[src/rtl/serial_magnitude_compare_if.sv]
// Operand/result handshake bundle for serial_magnitude_compare.
// master = producer/consumer side, slave = comparator side.
interface serial_magnitude_compare_if #(
    parameter int WIDTH = 12
);
    logic             in_valid;
    logic             in_ready;
    logic [WIDTH-1:0] a_in;
    logic [WIDTH-1:0] b_in;
    logic             out_valid;
    logic             out_ready;
    logic             lt;
    logic             eq;
    logic             gt;
    logic             busy;

    modport master (
        output in_valid, a_in, b_in, out_ready,
        input  in_ready, out_valid, lt, eq, gt, busy
    );

    modport slave (
        input  in_valid, a_in, b_in, out_ready,
        output in_ready, out_valid, lt, eq, gt, busy
    );
endinterface

[src/rtl/serial_magnitude_compare.sv]
// Wide magnitude comparator stepping one 3-bit slice per clock, MSB chunk first.
// Define SERIAL_CMP_EARLY_EXIT_EN to finish as soon as the first differing chunk is seen.
module serial_magnitude_compare #(
    parameter int WIDTH  = 12,
    parameter int SIGNED = 0
) (
    input  logic                        clk,
    input  logic                        rst_n,
    serial_magnitude_compare_if.slave   bus
);
    localparam int CHUNKS = (WIDTH + 2) / 3;
    localparam int EXT    = 3 * CHUNKS;
    localparam int IDX_W  = (CHUNKS > 1) ? $clog2(CHUNKS) : 1;
    localparam logic [IDX_W-1:0] IDX_TOP = IDX_W'(CHUNKS - 1);

    typedef enum logic [1:0] {S_IDLE, S_RUN, S_DONE} state_t;
    typedef enum logic [1:0] {R_EQ, R_LT, R_GT} res_t;

    state_t           state_q, state_d;
    res_t             res_q, res_d, chunk_res, res_step;
    logic [IDX_W-1:0] idx_q, idx_d;
    logic [EXT-1:0]   a_q, a_d, b_q, b_d, a_lat, b_lat;
    logic             lt_q, lt_d, eq_q, eq_d, gt_q, gt_d;
    logic [2:0]       a_chunk [CHUNKS];
    logic [2:0]       b_chunk [CHUNKS];
    logic [2:0]       a_cur, b_cur;
    logic             finish;

    genvar gi;
    generate
        for (gi = 0; gi < CHUNKS; gi++) begin : g_chunk
            assign a_chunk[gi] = a_q[3*gi +: 3];
            assign b_chunk[gi] = b_q[3*gi +: 3];
        end
    endgenerate

    // Sign bias maps two's-complement order onto unsigned order; extension follows it.
    always_comb begin
        a_lat = '0;
        b_lat = '0;
        a_lat[WIDTH-1:0] = bus.a_in;
        b_lat[WIDTH-1:0] = bus.b_in;
        if (SIGNED != 0) begin
            a_lat[WIDTH-1] = ~bus.a_in[WIDTH-1];
            b_lat[WIDTH-1] = ~bus.b_in[WIDTH-1];
        end
    end

    always_comb begin
        a_cur     = a_chunk[idx_q];
        b_cur     = b_chunk[idx_q];
        chunk_res = R_EQ;
        if (a_cur < b_cur) begin
            chunk_res = R_LT;
        end else if (a_cur > b_cur) begin
            chunk_res = R_GT;
        end
        // The first differing chunk (from the top) decides; later chunks cannot override it.
        res_step = (res_q == R_EQ) ? chunk_res : res_q;
`ifdef SERIAL_CMP_EARLY_EXIT_EN
        finish = (idx_q == '0) || (res_step != R_EQ);
`else
        finish = (idx_q == '0);
`endif
    end

    always_comb begin
        state_d = state_q;
        idx_d   = idx_q;
        res_d   = res_q;
        a_d     = a_q;
        b_d     = b_q;
        lt_d    = lt_q;
        eq_d    = eq_q;
        gt_d    = gt_q;
        case (state_q)
            S_IDLE: begin
                if (bus.in_valid) begin
                    a_d     = a_lat;
                    b_d     = b_lat;
                    idx_d   = IDX_TOP;
                    res_d   = R_EQ;
                    state_d = S_RUN;
                end
            end
            S_RUN: begin
                res_d = res_step;
                if (finish) begin
                    lt_d    = (res_step == R_LT);
                    eq_d    = (res_step == R_EQ);
                    gt_d    = (res_step == R_GT);
                    state_d = S_DONE;
                end else begin
                    idx_d = idx_q - 1'b1;
                end
            end
            S_DONE: begin
                if (bus.out_ready) begin
                    state_d = S_IDLE;
                end
            end
            default: state_d = S_IDLE;
        endcase
    end

    always_ff @(posedge clk or negedge rst_n) begin
        if (!rst_n) begin
            state_q <= S_IDLE;
            idx_q   <= '0;
            res_q   <= R_EQ;
            a_q     <= '0;
            b_q     <= '0;
            lt_q    <= 1'b0;
            eq_q    <= 1'b0;
            gt_q    <= 1'b0;
        end else begin
            state_q <= state_d;
            idx_q   <= idx_d;
            res_q   <= res_d;
            a_q     <= a_d;
            b_q     <= b_d;
            lt_q    <= lt_d;
            eq_q    <= eq_d;
            gt_q    <= gt_d;
        end
    end

    // Handshake outputs decode only the state register, so reset clears them at once.
    assign bus.in_ready  = (state_q == S_IDLE);
    assign bus.out_valid = (state_q == S_DONE);
    assign bus.busy      = (state_q != S_IDLE);
    assign bus.lt        = lt_q;
    assign bus.eq        = eq_q;
    assign bus.gt        = gt_q;
endmodule

[src/flat_wrapper.sv]
// flat-port wrapper written by rule: the top's interface ports become plain ports
module serial_magnitude_compare_flat 
#(
    parameter int WIDTH  = 12,
    parameter int SIGNED = 0
)
  (clk, rst_n, bus_in_valid, bus_a_in, bus_b_in, bus_out_ready, bus_in_ready, bus_out_valid, bus_lt, bus_eq, bus_gt, bus_busy);
  serial_magnitude_compare_if #(.WIDTH(WIDTH)) bus_i ();
  input  logic clk;
  input  logic rst_n;
  input wire logic [$bits(bus_i.in_valid)-1:0] bus_in_valid;
  input wire logic [$bits(bus_i.a_in)-1:0] bus_a_in;
  input wire logic [$bits(bus_i.b_in)-1:0] bus_b_in;
  input wire logic [$bits(bus_i.out_ready)-1:0] bus_out_ready;
  output wire logic [$bits(bus_i.in_ready)-1:0] bus_in_ready;
  output wire logic [$bits(bus_i.out_valid)-1:0] bus_out_valid;
  output wire logic [$bits(bus_i.lt)-1:0] bus_lt;
  output wire logic [$bits(bus_i.eq)-1:0] bus_eq;
  output wire logic [$bits(bus_i.gt)-1:0] bus_gt;
  output wire logic [$bits(bus_i.busy)-1:0] bus_busy;
  assign bus_i.in_valid = bus_in_valid;
  assign bus_i.a_in = bus_a_in;
  assign bus_i.b_in = bus_b_in;
  assign bus_i.out_ready = bus_out_ready;
  assign bus_in_ready = bus_i.in_ready;
  assign bus_out_valid = bus_i.out_valid;
  assign bus_lt = bus_i.lt;
  assign bus_eq = bus_i.eq;
  assign bus_gt = bus_i.gt;
  assign bus_busy = bus_i.busy;
  serial_magnitude_compare #(.WIDTH(WIDTH), .SIGNED(SIGNED)) u_core (.clk(clk), .rst_n(rst_n), .bus(bus_i));
endmodule
[config.mk]
export PLATFORM = sky130hd
export DESIGN_NAME = serial_magnitude_compare_flat
export DESIGN_NICKNAME = d
export VERILOG_FILES = /design/src/rtl/serial_magnitude_compare_if.sv /design/src/rtl/serial_magnitude_compare.sv /design/src/flat_wrapper.sv
export SDC_FILE = /design/constraint.sdc
export NUM_CORES = 1
export LEC_CHECK = 0
export ABC_AREA = 1
export CAP_MARGIN = 20
export CORE_AREA = 2 2 66 68
export DETAILED_ROUTE_END_ITERATION = 6
export DIE_AREA = 0 0 68 70
export PLACE_DENSITY_LB_ADDON = 0.12
export SETUP_SLACK_MARGIN = 0.05
export SLEW_MARGIN = 20
export SYNTH_ARGS = -nofsm -noshare
export SYNTH_HDL_FRONTEND = slang
export SYNTH_SLANG_ARGS = --single-unit
[constraint.sdc]
create_clock -name clk -period 1.6 [get_ports clk]
set_input_delay 0.24 -clock clk [delete_from_list [all_inputs] [get_ports clk]]
set_output_delay 0.24 -clock clk [all_outputs]
set_load 0.02 [all_outputs]
==> flow_summary.yaml, run 1 <==
drt:
  vias: 1453
  vias_per_cell: 5.028
  drt_wl_total_mm: 3.712
  drtIter0Drc: 67
  ant_nets: 0
  drc: 0
  drtPass1Iterations: 4
  wl_per_cell_um: 12.84
yosys:
  synth_seq_cells: 33
  ys_seq_area_share_pct: 52.13
  postSynth.asyncResetShare_pct: 100.0
  netlist.area_leader.share_pct: 52.13
  synth_warnings: 0
  synth_top_cell_by_area: "dfrtp_1"
  synth_nets: 225
  synth_edf_count: 0
  synth_cell_types: 20
  avgSynthCellArea_um2: 8.207
  syn_area_mm2: 0.001584
  synth_common_cells: "nand2_1 (61), dfrtp_1 (33), nand3_1 (29), nor2_1 (15), o21ai_0 (14)"
  dominantRegCellSynth: "dfrtp_1"
  yosysMostFrequentCell: "nand2_1"
  synth_area_leaders: "dfrtp_1 (52%), nand2_1 (14%), nand3_1 (9.2%), o21ai_0 (4.4%), nor2_1 (3.6%)"
  syn_inst: 193
floorplanning:
  initial_utilization_pct: 38.22
  num_rows: 24
  dieHeight_um: 70
  ioPinCount: 34
  die-area_mm2: 0.004760
  chipWidth_um: 68
  coreArea_mm2: 0.004144
sta:
  tns_ps: -307.0
  skew_ps: 8.196
  fmax_ghz: 0.5868
  setup_viol: 5
  fin_crit_ps: 1704
  slew_viol_final: 0
  slew_headroom_pct: 72.33
  rsz0062_at_grt: "true"
  hold_viol: 0
  tightestPinTransition_ps: 415.0
  fin_ws_ps: -104.2
  period_share_pct: 106.5
grt:
  antenna_found_initial: 0
  grt_pass1_wl_mm: 6.644
  grt_pass1_vias: 1449
  grt_util_all_layers_pct: 18.65
  grt_max_degree: 34
  grt.overflow.total: 0
clock_tree:
  clk_latency_ps: 290
  cts_sinks: 33
  ctsHoldBuffers: 0
  cts_inserted_buffers: 5
  cts_tree: "built"
  clk_pin_slew_ps: 70
  cts_buffer_depth: 2
  clockRootBuffer: "clkbuf_8"
  cts_htree_levels: 2
setup_path:
  start_kind: "flip-flop"
  worst_ep_arrival_time_ps: 1940
  critical_path_class: "reg -> reg"
  endpoint_kind: "flip-flop"
  critPathMaxFanout: 6
  cp.required_ps: 1830
finish:
  drive_gt1_share_pct: 13.50
  antennaDiodeCount: 0
  instances_no_fill: 289
  area_delta_synth_final_pct: 36.65
  fin_nets: 269
worst_hold_path:
  hp-class: "in -> async"
pwr:
  p_per_area_mw_per_mm2: 2145
  cellLeakagePower_nw: 1.060
  vdd_drop_max_v: 0.0008501
  total_power_mw: 4.642
placed_design:
  place_congestion: 0.9016
  place_inst: 281
  dp_hpwl_mm: 2.740
  io_buffers: 33
  place_ws_ps: -91.19
status:
  status: "complete, but fails checks"
  failed_checks: "negative setup slack"
run:
  drv_cap: 0
worst max-delay path: stages, from the launching register on:
cell and delay (ps):
dfrtp_2 430, buf_4 160, o21ai_1 60, o22a_1 210
ha_1 310, nand3_1 140, nand2_1 70, nand2_1 110
nand4_1 90, nand2_1 60
final cells by class:
type	count	area [um^2]
repair buffers	46	431.7
clock buffers	7	86.33
well taps	52	65.06
flip-flops and latches	33	828.3
multi-input cells	141	708.2
fillers	412	1979
inverters	10	45.04
per-stage QoR:
stage | area, um^2 | hold WS [ps] | util, %
detailed placement | 2032 | 460.7 | 49.03
CTS | 2138 | 364.7 | 51.60
floorplan | 1595 | -55.59 | -
global route | 2165 | 393.4 | 52.23
global placement | 2032 | 458.9 | 49.03
finish | 2165 | 350.7 | 52.23
where the power goes:
| part | switching, mW | total (mW) | internal (mW) |
|---|---|---|---|
| Sequential | 0.307 | 1.56 | 1.25 |
| Combinational | 1.40 | 2.47 | 1.06 |
| Clock | 0.281 | 0.622 | 0.341 |
placed cells by master (no fill, tap or decap), types with 2 or more instances in the layout:
| cell type | synthesis | final |
|---|---|---|
| a21oi_1 | 3 | 2 |
| buf_4 | 0 | 11 |
| buf_6 | 0 | 2 |
| clkbuf_8 | 0 | 6 |
| clkdlybuf4s50_1 | 0 | 30 |
| dfrtp_1 | 33 | 31 |
| dfrtp_2 | 0 | 2 |
| dlygate4sd2_1 | 0 | 3 |
| ha_1 | 4 | 3 |
| inv_1 | 10 | 8 |
| nand2_1 | 61 | 61 |
| nand3_1 | 29 | 27 |
| nand3_2 | 0 | 2 |
| nand4_1 | 2 | 2 |
| nor2_1 | 15 | 15 |
| o21ai_0 | 14 | 9 |
| o21ai_1 | 2 | 6 |
| o21ai_2 | 1 | 2 |
| o22a_1 | 3 | 3 |
| o22ai_1 | 3 | 3 |
cells by family after synthesis:
logic type / after synthesis / share of synthesized area (%)
buffers and inverters: 19 / 5.055
AOI/OAI and AO/OA: 27 / 9.874
DFF: 33 / 52.13
and+or+nand+nor: 110 / 29.78
adders and majority gates: 4 / 3.160
worst paths after layout:
kind | start | to | slack [ps] | cells after the start
worst min-delay path | rst_n | u_core.b_q[10] | 350 | 2
min in group clk | u_core.b_q[5] | u_core.b_q[5] | 470 | 2
max in group asynchronous | rst_n | u_core.idx_q[0] | 920 | 2
worst max-delay path | u_core.idx_q[0] | u_core.bus.gt | -100 | 9
worst max register to register | u_core.idx_q[0] | u_core.bus.gt | -100 | 9
worst min register to register | u_core.b_q[5] | u_core.b_q[5] | 470 | 2
flip-flops by register name, indices dropped and copies added, names as in the netlist:
name / count
u_core.b_q: 12
u_core.a_q: 12
u_core.res_q: 2
u_core.idx_q: 2
u_core.state_q: 2
u_core.bus.eq: 1
u_core.bus.gt: 1
u_core.bus.lt: 1
metal layers:
metal	GRT usage [%]	vias to the layer above	share of wire [%]
li1	-	724	-
met1	24.74	689	45
met2	27.62	29	47
met3	6.119	11	5.1
met4	8.000	0	2.5
met5	0	-	0
what timing repair did:
| item | 4_1_cts | 5_1_grt |
|---|---|---|
| pin swaps | 0 | 3 |
| buffers inserted | 1 | 0 |
| endpoints found under the hold margin | 0 | 0 |
| gates resized for setup | 9 | 10 |
| endpoints found under the setup margin | 8 | 6 |
(Power assumes the default switching activity.)
==> run 2: changes to the inputs <==
CTS_CLUSTER_SIZE = 8   (was default)
TNS_END_PERCENT = 20   (was default)
==> run 2 against run 1 <==
  * The run still ends with negative setup slack left
  * Combinational power grew 25%
  * Clock power is essentially flat
  * First-iteration DRC count shrank 28%
  * Maximum frequency grew 1.9%
  * Cell count grew 0.35%
  * Critical path type unchanged
  * Critical endpoint is now u_core.bus.eq
  * Largest cell class unchanged
==> flow_summary.yaml, run 2 (synthesized netlist as in run 1, its figures left out) <==
status:
  status: "complete, but fails checks"
  failed_checks: "negative setup slack"
pwr:
  total_power_mw: 5.287
  p_per_area_mw_per_mm2: 2328
  vdd_drop_max_v: 0.0008807
  cellLeakagePower_nw: 1.086
floorplanning:
  chipWidth_um: 68
  initial_utilization_pct: 38.22
  die-area_mm2: 0.004760
  num_rows: 24
  coreArea_mm2: 0.004144
  ioPinCount: 34
  dieHeight_um: 70
sta:
  period_share_pct: 104.5
  slew_headroom_pct: 72.85
  setup_viol: 5
  tns_ps: -178.9
  hold_viol: 0
  hold_slack_ps: 349.8
  tightestPinTransition_ps: 407.2
  fmax_ghz: 0.5982
  fin_ws_ps: -71.62
  skew_ps: 2.207
  fin_crit_ps: 1672
  rsz0062_at_grt: "true"
  slew_viol_final: 0
clock_tree:
  clockRootBuffer: "clkbuf_8"
  cts_tree: "built"
  ctsHoldBuffers: 0
  clk_latency_ps: 280
  cts_buffer_depth: 2
  cts_htree_levels: 2
  clk_pin_slew_ps: 60
  cts_inserted_buffers: 5
  cts_sinks: 33
setup_path:
  slowest_delay_ps: 480
  crit-reg2reg-launch: "u_core.idx_q[0]"
  critical_path_class: "reg -> reg"
  critical_path.slowest_cell: "dfrtp_2"
  cp.required_ps: 1830
  crit_chain: "buf_6, o21ai_2, o22ai_2, ha_4, nand3_4, a21oi_1, nand4_1, nand2_1"
  start_kind: "flip-flop"
  endpoint_kind: "flip-flop"
  crit_start: "u_core.idx_q[0]"
  worst_ep_arrival_time_ps: 1900
  critPathMaxFanout: 7
placed_design:
  dp_hpwl_mm: 2.692
  io_buffers: 33
  place_ws_ps: -100.4
  place_congestion: 0.8892
drt:
  wl_per_cell_um: 13.30
  ant_nets: 0
  vias: 1470
  drt_wl_total_mm: 3.856
  drc: 0
  vias_per_cell: 5.069
  drtPass1Iterations: 4
  drtIter0Drc: 48
finish:
  area_delta_synth_final_pct: 43.37
  final_cell_mix: "nand2_1 (59), dfrtp_1 (31), clkdlybuf4s50_1 (30), nand3_1 (25), nor2_1 (13)"
  final_common_cell: "nand2_1"
  largest_registers: "u_core.a_q: 12 flops, u_core.b_q: 12 flops"
  drive_gt1_share_pct: 19.33
  antennaDiodeCount: 0
  fin_nets: 270
grt:
  grt_util_all_layers_pct: 17.81
  grt.overflow.total: 0
  grt_pass1_wl_mm: 6.361
  grt_pass1_vias: 1470
  antenna_found_initial: 0
  grt_max_degree: 34
worst_hold_path:
  hp-class: "in -> async"
run:
  drv_cap: 0
## run 2: path summary, 6_finish.rpt
| kind | end | slack [ps] | cells after the start |
|---|---|---|---|
| max in group asynchronous | u_core.idx_q[1] | 930 | 2 |
| setup / recovery | u_core.bus.eq | -70 | 8 |
| min in group clk | u_core.a_q[3] | 470 | 2 |
| hold / removal | u_core.a_q[2] | 350 | 2 |
| hold reg to reg | u_core.a_q[3] | 470 | 2 |
| setup reg to reg | u_core.bus.eq | -70 | 8 |
## run 2: metal layers
layer / share of wire (%) / wire [um] / track usage [%] / vias up
met5: 0 / 0 / 0 / -
met4: 3.2 / 123 / 8.667 / 0
met3: 5.2 / 200 / 5.153 / 14
met2: 47 / 1826 / 27.72 / 40
met1: 44 / 1706 / 22.23 / 687
li1: - / - / - / 729
## run 2: worst max-delay path, delay by kind of cell (launching register included)
kind,cells,cell delay (ps)
AND/OR/NAND/NOR,3,260
adder cells (fa/ha/maj),1,310
flip-flops,1,480
buffers and inverters,1,160
AO/OA/AOI/OAI,3,400
## run 2: repair_timing
| action | in CTS | in global routing |
|---|---|---|
| gates resized for setup | 7 | 32 |
| gates cloned | 0 | 1 |
| setup buffers | 0 | 1 |
| pin swaps | 0 | 14 |
| setup endpoints to repair | 8 | 7 |
## run 2: area by class of cell
class                      instances  area [um^2]
timing repair inverter             1        6.256
inverter                          10        42.54
timing repair buffer              46        440.4
clock buffer                       7        86.33
fill                             371         1873
tap                               52        65.06
sequential                        33        828.3
multi-input combinational        141        802.0
## run 2: report_power, final
| part | switching (mW) | internal, mW |
|---|---|---|
| Sequential | 0.325 | 1.25 |
| Combinational | 1.72 | 1.37 |
| Clock | 0.280 | 0.341 |
| Total | 2.32 | 2.96 |
## run 2: stage by stage
stage	std cells	utilization [%]	instance area, um^2
6_report	290	54.80	2271
3_5_place_dp	281	49.34	2044
3_3_place_gp	281	49.34	2044
2_1_floorplan	193	-	1595
4_1_cts	288	51.42	2131
5_1_grt	290	54.80	2271
